`src/rtl/button_event_ctrl_pkg.sv`:
```
// Shared event-kind codes, tracker state encoding and counter sizing helper
// for the button event controller.
package button_event_ctrl_pkg;

    localparam logic [1:0] EVT_PRESS  = 2'd0;
    localparam logic [1:0] EVT_LONG   = 2'd1;
    localparam logic [1:0] EVT_REPEAT = 2'd2;

    typedef enum logic [1:0] {
        TRK_IDLE      = 2'd0,
        TRK_PRESSED   = 2'd1,
        TRK_REPEATING = 2'd2
    } trkState_e;

    // Hold counter must be able to represent the larger of the two tick limits.
    function automatic int cntWidth(input int holdTk, input int repeatTk);
        int maxTk;
        int w;
        maxTk = (holdTk > repeatTk) ? holdTk : repeatTk;
        w = $clog2(maxTk + 1);
        return (w < 1) ? 1 : w;
    endfunction

endpackage

```
`src/rtl/btn_hold_tracker.sv`:
```
// Per-button press / long-press / auto-repeat tracker. Emits a one-cycle
// event strobe with its kind; release is always silent.
module btn_hold_tracker
    import button_event_ctrl_pkg::*;
#(
    parameter int HOLD_TK   = 800,
    parameter int REPEAT_TK = 200
) (
    input  logic       clk,
    input  logic       rst,
    input  logic       level,
    input  logic       tick,
    output logic       emit,
    output logic [1:0] emit_kind
);

    localparam int CNT_W = cntWidth(HOLD_TK, REPEAT_TK);
    localparam int HOLD_I   = HOLD_TK;
    localparam int REPEAT_I = REPEAT_TK;
    localparam logic [CNT_W:0] HOLD_LIM   = HOLD_I[CNT_W:0];
    localparam logic [CNT_W:0] REPEAT_LIM = REPEAT_I[CNT_W:0];

    trkState_e        state_q, state_d;
    logic [CNT_W-1:0] holdCnt_q, holdCnt_d;
    logic             prev_q;
    logic [CNT_W:0]   cntInc;

    // prev_q follows the level even through reset, so a button still held when
    // reset releases looks like an old press and must be re-pressed to report.
    always_ff @(posedge clk) begin
        prev_q <= level;
    end

    always_ff @(posedge clk) begin
        if (rst) begin
            state_q   <= TRK_IDLE;
            holdCnt_q <= '0;
        end else begin
            state_q   <= state_d;
            holdCnt_q <= holdCnt_d;
        end
    end

    always_comb begin
        state_d   = state_q;
        holdCnt_d = holdCnt_q;
        emit      = 1'b0;
        emit_kind = EVT_PRESS;
        cntInc    = {1'b0, holdCnt_q} + {{CNT_W{1'b0}}, 1'b1};

        if (!level) begin
            state_d   = TRK_IDLE;
            holdCnt_d = '0;
        end else begin
            case (state_q)
                TRK_IDLE: begin
                    if (!prev_q) begin
                        emit      = 1'b1;
                        emit_kind = EVT_PRESS;
                        state_d   = TRK_PRESSED;
                        holdCnt_d = '0;
                    end
                end
                // The counter is cleared on reaching its limit, so it never wraps.
                TRK_PRESSED: begin
                    if (tick) begin
                        if (cntInc >= HOLD_LIM) begin
                            emit      = 1'b1;
                            emit_kind = EVT_LONG;
                            state_d   = TRK_REPEATING;
                            holdCnt_d = '0;
                        end else begin
                            holdCnt_d = cntInc[CNT_W-1:0];
                        end
                    end
                end
                TRK_REPEATING: begin
                    if (tick) begin
                        if (cntInc >= REPEAT_LIM) begin
                            emit      = 1'b1;
                            emit_kind = EVT_REPEAT;
                            holdCnt_d = '0;
                        end else begin
                            holdCnt_d = cntInc[CNT_W-1:0];
                        end
                    end
                end
                default: begin
                    state_d   = TRK_IDLE;
                    holdCnt_d = '0;
                end
            endcase
        end
    end

endmodule

```
`src/rtl/button_event_ctrl.sv`:
```
// Serialises per-button press/long/repeat events from NUM_BTN trackers onto a
// single valid/ready stream using one pending slot per button and fixed priority.
module button_event_ctrl
    import button_event_ctrl_pkg::*;
#(
    parameter int NUM_BTN   = 4,
    parameter int TICK_DIV  = 100000,
    parameter int HOLD_TK   = 800,
    parameter int REPEAT_TK = 200,
    parameter int ID_W      = 2
) (
    input  logic               clk,
    input  logic               rst,
    input  logic [NUM_BTN-1:0] btn_clean,
    output logic               evt_valid,
    input  logic               evt_ready,
    output logic [ID_W-1:0]    evt_id,
    output logic [1:0]         evt_kind,
    output logic               drop_err
);

    localparam int TICK_W    = (TICK_DIV > 1) ? $clog2(TICK_DIV) : 1;
    localparam int TICK_LASTI = TICK_DIV - 1;
    localparam logic [TICK_W-1:0] TICK_LAST = TICK_LASTI[TICK_W-1:0];

    logic [TICK_W-1:0]  tickCnt_q;
    logic               tick;

    logic [NUM_BTN-1:0] emit;
    logic [1:0]         emitKind [NUM_BTN];

    logic [NUM_BTN-1:0] pendV_q, pendV_d;
    logic [1:0]         pendK_q [NUM_BTN];
    logic [1:0]         pendK_d [NUM_BTN];

    logic               evtValid_q, evtValid_d;
    logic [ID_W-1:0]    evtId_q, evtId_d;
    logic [1:0]         evtKind_q, evtKind_d;
    logic               drop_q, drop_d;

    logic               outFree;
    logic               found;
    logic [ID_W-1:0]    grantIdx;
    logic [1:0]         grantKind;
    logic [NUM_BTN-1:0] granted;
    logic               dropHit;

    assign tick = (tickCnt_q == TICK_LAST);

    always_ff @(posedge clk) begin
        if (rst || tick) begin
            tickCnt_q <= '0;
        end else begin
            tickCnt_q <= tickCnt_q + TICK_W'(1);
        end
    end

    for (genvar b = 0; b < NUM_BTN; b++) begin : gTrk
        btn_hold_tracker #(
            .HOLD_TK   (HOLD_TK),
            .REPEAT_TK (REPEAT_TK)
        ) uTrk (
            .clk       (clk),
            .rst       (rst),
            .level     (btn_clean[b]),
            .tick      (tick),
            .emit      (emit[b]),
            .emit_kind (emitKind[b])
        );
    end

    // Lowest pending index wins; a slot granted this cycle may be refilled by a
    // fresh emit in the same cycle without counting as a drop.
    always_comb begin
        outFree    = ~evtValid_q | evt_ready;
        found      = 1'b0;
        grantIdx   = '0;
        grantKind  = EVT_PRESS;
        granted    = '0;
        dropHit    = 1'b0;
        pendV_d    = pendV_q;
        pendK_d    = pendK_q;
        evtValid_d = evtValid_q;
        evtId_d    = evtId_q;
        evtKind_d  = evtKind_q;

        for (int b = 0; b < NUM_BTN; b++) begin
            if (pendV_q[b] && !found) begin
                found      = 1'b1;
                grantIdx   = ID_W'(b);
                grantKind  = pendK_q[b];
                granted[b] = outFree;
            end
        end

        for (int b = 0; b < NUM_BTN; b++) begin
            if (granted[b]) begin
                pendV_d[b] = 1'b0;
            end
            if (emit[b]) begin
                if (pendV_q[b] && !granted[b]) begin
                    dropHit = 1'b1;
                end else begin
                    pendV_d[b] = 1'b1;
                    pendK_d[b] = emitKind[b];
                end
            end
        end

        if (outFree) begin
            if (found) begin
                evtValid_d = 1'b1;
                evtId_d    = grantIdx;
                evtKind_d  = grantKind;
            end else begin
                evtValid_d = 1'b0;
            end
        end

        drop_d = drop_q | dropHit;
    end

    always_ff @(posedge clk) begin
        if (rst) begin
            pendV_q    <= '0;
            pendK_q    <= '{default: 2'b00};
            evtValid_q <= 1'b0;
            evtId_q    <= '0;
            evtKind_q  <= EVT_PRESS;
            drop_q     <= 1'b0;
        end else begin
            pendV_q    <= pendV_d;
            pendK_q    <= pendK_d;
            evtValid_q <= evtValid_d;
            evtId_q    <= evtId_d;
            evtKind_q  <= evtKind_d;
            drop_q     <= drop_d;
        end
    end

    assign evt_valid = evtValid_q;
    assign evt_id    = evtId_q;
    assign evt_kind  = evtKind_q;
    assign drop_err  = drop_q;

endmodule

```
`config.mk`:
```
export PLATFORM = sky130hd
export DESIGN_NAME = button_event_ctrl
export DESIGN_NICKNAME = d
export VERILOG_FILES = /design/src/rtl/button_event_ctrl_pkg.sv /design/src/rtl/btn_hold_tracker.sv /design/src/rtl/button_event_ctrl.sv
export SDC_FILE = /design/constraint.sdc
export NUM_CORES = 1
export LEC_CHECK = 0
export BUFFER_PORTS_ARGS = -buffer_cell sky130_fd_sc_hd__buf_2
export CAP_MARGIN = 10
export CELL_PAD_IN_SITES_DETAIL_PLACEMENT = 1
export CELL_PAD_IN_SITES_GLOBAL_PLACEMENT = 2
export CORE_UTILIZATION = 35
export DETAILED_ROUTE_END_ITERATION = 12
export PLACE_DENSITY = 0.86
export SLEW_MARGIN = 20
export SYNTH_ARGS = -nofsm -noshare
export SYNTH_HDL_FRONTEND = slang
export SYNTH_SLANG_ARGS = --single-unit
```
`constraint.sdc`:
```
create_clock -name clk -period 3.25 [get_ports clk]
set_clock_uncertainty 0.05 [all_clocks]
set_input_delay 0.65 -clock clk [delete_from_list [all_inputs] [get_ports clk]]
set_output_delay 0.65 -clock clk [all_outputs]
set_load 0.01 [all_outputs]
```
==> results of run 1 <==
==> registers in the layout, summed over array words and instances, names as in the netlist <==
name	flops
gTrk.uTrk.holdCnt_q	40
tickCnt_q	17
gTrk.uTrk.state_q	8
pendK_q	8
gTrk.uTrk.prev_q	4
pendV_q	4
evt_id	2
evt_kind	2
drop_err	1
evt_valid	1
==> final cells by class <==
cell class	count	area (sq um)	share of cell area, %
repair buffers	20	120.1	1.992
inverters	26	97.59	1.619
well taps	211	264.0	4.379
clock buffers	11	242.7	4.026
clock inverters	5	81.33	1.349
multi-input cells	555	3482	57.75
flip-flops and latches	87	1742	28.89
==> metrics by stage <==
stage,util (%),worst slack (ns),cells
after global placement,37.21,0.4191,899
final,39.37,0.2913,915
after CTS,39.32,0.1150,915
after detailed placement,37.21,0.2273,899
after floorplan,-,0.6565,708
after global routing,39.37,0.03335,915
==> worst max-delay path, stage by stage (launching register included) <==
cell	delay (ns)
dfxtp_1	0.48
ha_2	0.38
nand3_1	0.18
nor3_2	0.22
mux2i_1	0.28
o2111a_1	0.26
a21o_2	0.19
nand3_1	0.24
or3b_1	0.44
a21oi_1	0.15
==> power by group <==
part	switching [mW]	internal [mW]
registers	0.0205	1.09
clock network	0.452	0.695
logic	0.153	0.0837
==> repair_timing <==
item / 4_1_cts / 5_1_grt
setup endpoints to repair: 0 / 7
resized for setup: 0 / 2
endpoints found under the hold margin: 0 / 0
==> cells in the mapped netlist, types with 13 or more instances <==
cell      number  area (sq um)
a21oi_1       53         265.3
and3_1        22         137.6
buf_2         17         85.08
clkbuf_1      15         56.30
dfxtp_1       87          1742
ha_1          29         362.9
inv_1         26         97.59
nand2_1       73         274.0
nand3_1       38         190.2
nor2_1        70         262.8
nor3_1        19         95.09
o21ai_0       32         160.2
or3_1         15         93.84
xor2_1        13         113.9
==> layout by cell type, fill, tap and decap left out, types with 4 or more instances in the layout <==
master      n
dfxtp_1    87
nand2_1    73
nor2_1     70
a21oi_1    53
nand3_1    38
o21ai_0    32
ha_1       28
inv_1      26
and3_1     22
nor3_1     18
or3_1      15
xor2_1     13
nor2b_1    12
a31oi_1    12
buf_2      12
nand4_1    11
mux2i_1    11
nand2b_1   10
o21ai_1     9
clkbuf_16   9
buf_4       8
and4_1      7
o31ai_1     7
nor4b_1     6
nor4_1      6
and2_1      6
a211oi_1    6
nand3b_1    5
a21o_1      4
o211ai_1    4
o2111ai_1   4
xnor2_1     4
==> cells by family (layout without fill, tap and decap cells) <==
| group | count (synthesis) | count (layout) | share of synthesized area (%) |
|---|---|---|---|
| buffers and inverters | 66 | 62 | 5.657 |
| AOI/OAI and AO/OA | 175 | 175 | 20.75 |
| muxes | 12 | 12 | 2.195 |
| xor gates and xnor gates | 17 | 17 | 2.693 |
| DFF | 87 | 87 | 31.50 |
| and+or+nand+nor | 322 | 322 | 30.64 |
| adders and majority gates | 29 | 29 | 6.563 |
==> metal layers <==
| layer | vias to the layer above | global-route usage [%] | routed length (um) |
|---|---|---|---|
| met3 | 18 | 2.546 | 308 |
| met1 | 2428 | 23.31 | 6718 |
| li1 | 2558 | - | - |
| met2 | 52 | 31.44 | 6849 |
| met5 | - | 0 | 0 |
| met4 | 0 | 7.889 | 258 |
==> path summary, 6_finish.rpt <==
kind	slack (ns)	depth (start not counted)	end	start
worst max-delay path	0.29	9	gTrk[0].uTrk.holdCnt_q[2]	gTrk[0].uTrk.holdCnt_q[1]
worst min-delay path	0.39	1	gTrk[0].uTrk.prev_q	btn_clean[0]
worst max register to register	0.29	9	gTrk[0].uTrk.holdCnt_q[2]	gTrk[0].uTrk.holdCnt_q[1]
worst min register to register	0.40	1	tickCnt_q[0]	tickCnt_q[0]
==> metrics.md, run 1 <==
| Metric | Value |
|---|---|
| Arrival @ worst endpoint | 3.18 ns |
| Top_reg_cell synth | dfxtp_1 |
| Die area | 16300 sq um |
| WL/cell | between 15 and 20 um |
| Max-Cap Viols | 0 |
| Die height | 127.7 um |
| CTS tree | built |
| Root buffer cell | clkbuf_16 |
| Clock Tree Buf Depth | 2 |
| Fin. Hold Viols | 0 |
| DRC viols | 0 |
| Via count | 5056 |
| H-tree Lvls | 3 |
| Cells after synthesis | 708 |
| Postcts setup bufs | 0 |
| I/O Buffers | 12 |
| Post-Syn Area | between 5000 and 6000 sq um |
| CP endpoint kind | flip-flop |
| Die Width | 127.7 um |
| 1st-iter DRT viols | 330 |
| CP max FO | 11 |
| Rows | 45 |
| Yosys cell types | 76 |
| Leakage | about 2.1 nW |
| Syn avg cell area | 7.809 sq um |
| Worst min path class | input pin to flip-flop |
| Total track usage | 18.44% |
| Setup violators final | 0 |
| Setup CP Type | flip-flop to flip-flop |
| Slew Viols, Final | 0 |
| Seq cells post-synth | 87 |
| Vias in the first global route | around 5100 |
| Actual slew at the worst max-slew pin | 0.9578 ns |
| P&R area growth vs syn | 9.052% |
| Status | complete, no violations |
| Tmin final | 2.959 ns |
| Starting Density | 36.10% |
| Total negative setup slack | 0 ns |
| VDD IR-drop max | 0.2377 mV |
| Clk_lat worst skew | 0.35 ns |
| ANT nets after route | 0 |
| Fin crit share | 91.04% |
| Hold slack | just under 0.4 ns |
| Synth Warn # | 0 |
| Total Nets Final | 735 |
| FILL cells | 1887 |
| Drt total wl | around 14 mm |
| Largest net degree at the start of global routing | 26 |
| Worst Path Required | roughly 3.5 ns |
| Post-synth EDFFs | 0 |
| Hold buffer count at CTS | 0 |
| Initial antenna violation count | 0 |
| Synth Net Count | 744 |
| RSZ-0062 raised after global routing | no |
| Power Total | 2.495 mW |
| Fmax | 338.0 MHz |
| Clk sink count | 87 |
| Slew margin rel. | 36.08% |
| Post-detail-place hpwl | 10.36 mm |
| Async SR Flop Fraction | 0% |
| CP Launch Type | flip-flop |
| Clk slew on worst S/H paths | 0.07 ns |
| CTS Buf Count | 9 |
| Overflow after GRT | 0 |
| Placed instance area | between 5000 and 6000 sq um |
| Pwr dens | just over 400 nW/um^2 |
| First-pass GRT wire length | 24.26 mm |
| Core Footprint | 15310 sq um |
| Final instance area | between 6000 and 7000 sq um |
| Register area share after synthesis | 31.50% |
| Number of placed I/O pins | 13 |
| Pre-Repair DR Iteration Count | 4 |
| Share of layout cells above drive strength 1 | 8.097% |
| GP Congestion | about 0.82 |
| Ant diodes | 0 |
| Vias/cell | 5.526 |
Note: power is estimated with default switching activity, not from simulation.
==> run 2, diff against run 1 <==
==> constraint.sdc (replaced) <==
create_clock -name clk -period 2.9 [get_ports clk]
set_clock_uncertainty 0.05 [all_clocks]
set_input_delay 0.58 -clock clk [delete_from_list [all_inputs] [get_ports clk]]
set_output_delay 0.58 -clock clk [all_outputs]
set_load 0.005 [all_outputs]
==> metrics.md, run 2 (synthesized netlist as in run 1, its figures left out) <==
| Metric | Value |
|---|---|
| Hold slack | 0.3290 ns (-0.05907 ns) |
| Total Nets Final | 749 (+1.9%) |
| ANT nets after route | 0 (unchanged) |
| Slew Viols, Final | 0 (unchanged) |
| CTS Buf Count | 9 (unchanged) |
| Multi-input logic area | 3500 sq um (+0.50%) |
| Hold_sp | btn_clean[1] |
| Setup violators final | 0 (unchanged) |
| P&R area growth vs syn | 10.66% |
| CTS tree | built |
| Total track usage | 18.32% (-0.11 points) |
| Arrival @ worst endpoint | 2.91 ns (-0.27 ns) |
| Clk sink count | 87 (unchanged) |
| Worst path bufs/invs | 0 (unchanged) |
| Actual slew at the worst max-slew pin | 0.6941 ns (-0.2637 ns) |
| I/O Buffers | 12 (unchanged) |
| Total negative setup slack | 0 ns (unchanged) |
| H-tree Lvls | 3 (unchanged) |
| Crit-path max cell delay | 0.45 ns (-0.03 ns) |
| Core Footprint | 15310 sq um (unchanged) |
| Die Width | 127.7 um (unchanged) |
| Hold path depth | 1 (unchanged) |
| Largest net degree at the start of global routing | 26 (unchanged) |
| Worst r2r dst | gTrk[0].uTrk.holdCnt_q[2] |
| First-pass GRT wire length | 24.39 mm (+0.54%) |
| R2r startpoint | gTrk[0].uTrk.holdCnt_q[0] |
| Overflow after GRT | 0 (unchanged) |
| Vias/cell | 5.543 (+0.32%) |
| Worst Path Required | 3.12 ns (-0.35 ns) |
| Die height | 127.7 um (unchanged) |
| Fin. Hold Viols | 0 (unchanged) |
| Initial antenna violation count | 0 (unchanged) |
| Clk slew on worst S/H paths | 0.06 ns (about the same) |
| Rows | 45 (unchanged) |
| Final instance area | 6118 sq um (+1.5%) |
| Clk_lat worst skew | 0.35 ns (about the same) |
| Die area | 16300 sq um (unchanged) |
| Pre-Repair DR Iteration Count | 4 (unchanged) |
| Share of layout cells above drive strength 1 | 10.46% (+2.4 points) |
| Number of placed I/O pins | 13 (unchanged) |
| Status | complete, no violations |
| GP Congestion | 0.8305 (+1.2%) |
| Most frequent CP cell | nand3_1 |
| R2r setup slk | 0.21 ns (-0.09 ns) |
| VDD IR-drop max | 0.2994 mV (+26%) |
| Post-detail-place hpwl | 10.61 mm (+2.5%) |
| Tmin final | 2.694 ns (-0.2646 ns) |
| FILL cells | 1899 (+0.64%) |
| WHS Endpoint | gTrk[1].uTrk.prev_q |
| Starting Density | 36.10% (unchanged) |
| WL/cell | 15.38 um (-0.45%) |
| Crit path max-delay cell type | or3b_1 |
| Seq. cell area | 1742 sq um (unchanged) |
| RSZ-0062 raised after global routing | no |
| R2R depth | 9 (unchanged) |
| Placed instance area | 5803 sq um (+1.8%) |
| Ant diodes | 0 (unchanged) |
| DRC viols | 0 (unchanged) |
| Root buffer cell | clkbuf_16 |
| Worst min path class | input pin to flip-flop |
| 1st-iter DRT viols | 290 (-12%) |
| Largest Register | gTrk.uTrk.holdCnt_q |
| CP Launch Type | flip-flop |
| Fmax | 371.2 MHz (+9.8%) |
| Leakage | 2.167 nW (+2.5%) |
| Crit path cell chain | ha_2 > nand3_1 > nor3_1 > mux2i_1 > o2111a_1 > a21o_2 > nand3_1 > or3b_1 > a21oi_1 |
| CP max FO | 11 (unchanged) |
| Most frequent cells in the layout | dfxtp_1, nand2_1, nor2_1, a21oi_1, nand3_1 |
| Via count | 5144 (+1.7%) |
| Slew margin rel. | 53.72% (+18 points) |
| Vias in the first global route | 5131 (+0.078%) |
| Max FFs per register | 40 (unchanged) |
| Leading cell type in the layout, fill and taps excluded | dfxtp_1 |
| Clock Tree Buf Depth | 2 (unchanged) |
| Fin crit share | 92.90% (+1.9 points) |
| Setup CP Type | flip-flop to flip-flop |
| CP delay by family, top | simple AND/OR/NAND/NOR gates |
| Max-Cap Viols | 0 (unchanged) |
| Largest regs | gTrk.uTrk.holdCnt_q: 40 flops, tickCnt_q: 17 flops |
| Postcts setup bufs | 0 (unchanged) |
| Drt total wl | 14.27 mm (+0.96%) |
| Levels on crit path | 9 (unchanged) |
| Pwr dens | 438.4 nW/um^2 (+6.0%) |
| CP endpoint kind | flip-flop |
## run 2: layer usage
metal	share of wire, %	up-vias	global-route usage (%)	routed length (um)
met3	2.1	12	2.546	299
met1	49	2515	23.40	6923
met4	1.3	0	6.782	187
li1	-	2574	-	-
met2	48	43	31.44	6860
met5	0	-	0	0
## run 2: worst register-to-register path, delay by kind of cell, from the launching register on
kind,cells,cell delay (ns)
fa+ha+maj,1,0.30
mux,1,0.29
simple gates,4,1.13
compound gates,3,0.51
flops,1,0.34
## run 2: worst max-delay path by stage
stage / to / startpoint
CTS: pendK_q[0] / gTrk[3].uTrk.holdCnt_q[1]
floorplan: gTrk[0].uTrk.holdCnt_q[2] / gTrk[0].uTrk.holdCnt_q[0]
detailed placement: gTrk[0].uTrk.holdCnt_q[2] / gTrk[0].uTrk.holdCnt_q[0]
global route: pendK_q[0] / gTrk[3].uTrk.holdCnt_q[1]
finish: gTrk[0].uTrk.holdCnt_q[2] / gTrk[0].uTrk.holdCnt_q[0]
global placement: pendK_q[4] / gTrk[1].uTrk.holdCnt_q[1]
## run 2: cell type report
type	instances	area share (%)
clock inverters	3	0.7157
repair buffers	34	3.681
clock buffers	12	4.029
well taps	211	4.315
flip-flops and latches	87	28.47
multi-input cells	555	57.20
inverters	26	1.595
## run 2: power breakdown
part | total (mW) | internal (mW) | switching, mW
clock network | 1.16 | 0.687 | 0.477
logic | 0.273 | 0.100 | 0.173
registers | 1.24 | 1.22 | 0.0225
## run 2: timing repair
item | 4_1_cts | 5_1_grt
endpoints found under the setup margin | 0 | 11
resized for setup | 0 | 7
hold buffers | 0 | 0
endpoints found under the hold margin | 0 | 0
## run 2: metrics by stage
stage          instances  total power, mW  util [%]  worst slack, ns
6_report             928            2.682     39.95           0.2059
5_1_grt              928            2.807     39.95         0.001773
4_1_cts              928            2.722     39.79          0.07449
3_5_place_dp         913            1.543     37.89           0.1194
3_3_place_gp         913            1.529     37.89           0.2472
2_1_floorplan        708            1.454         -           0.3065
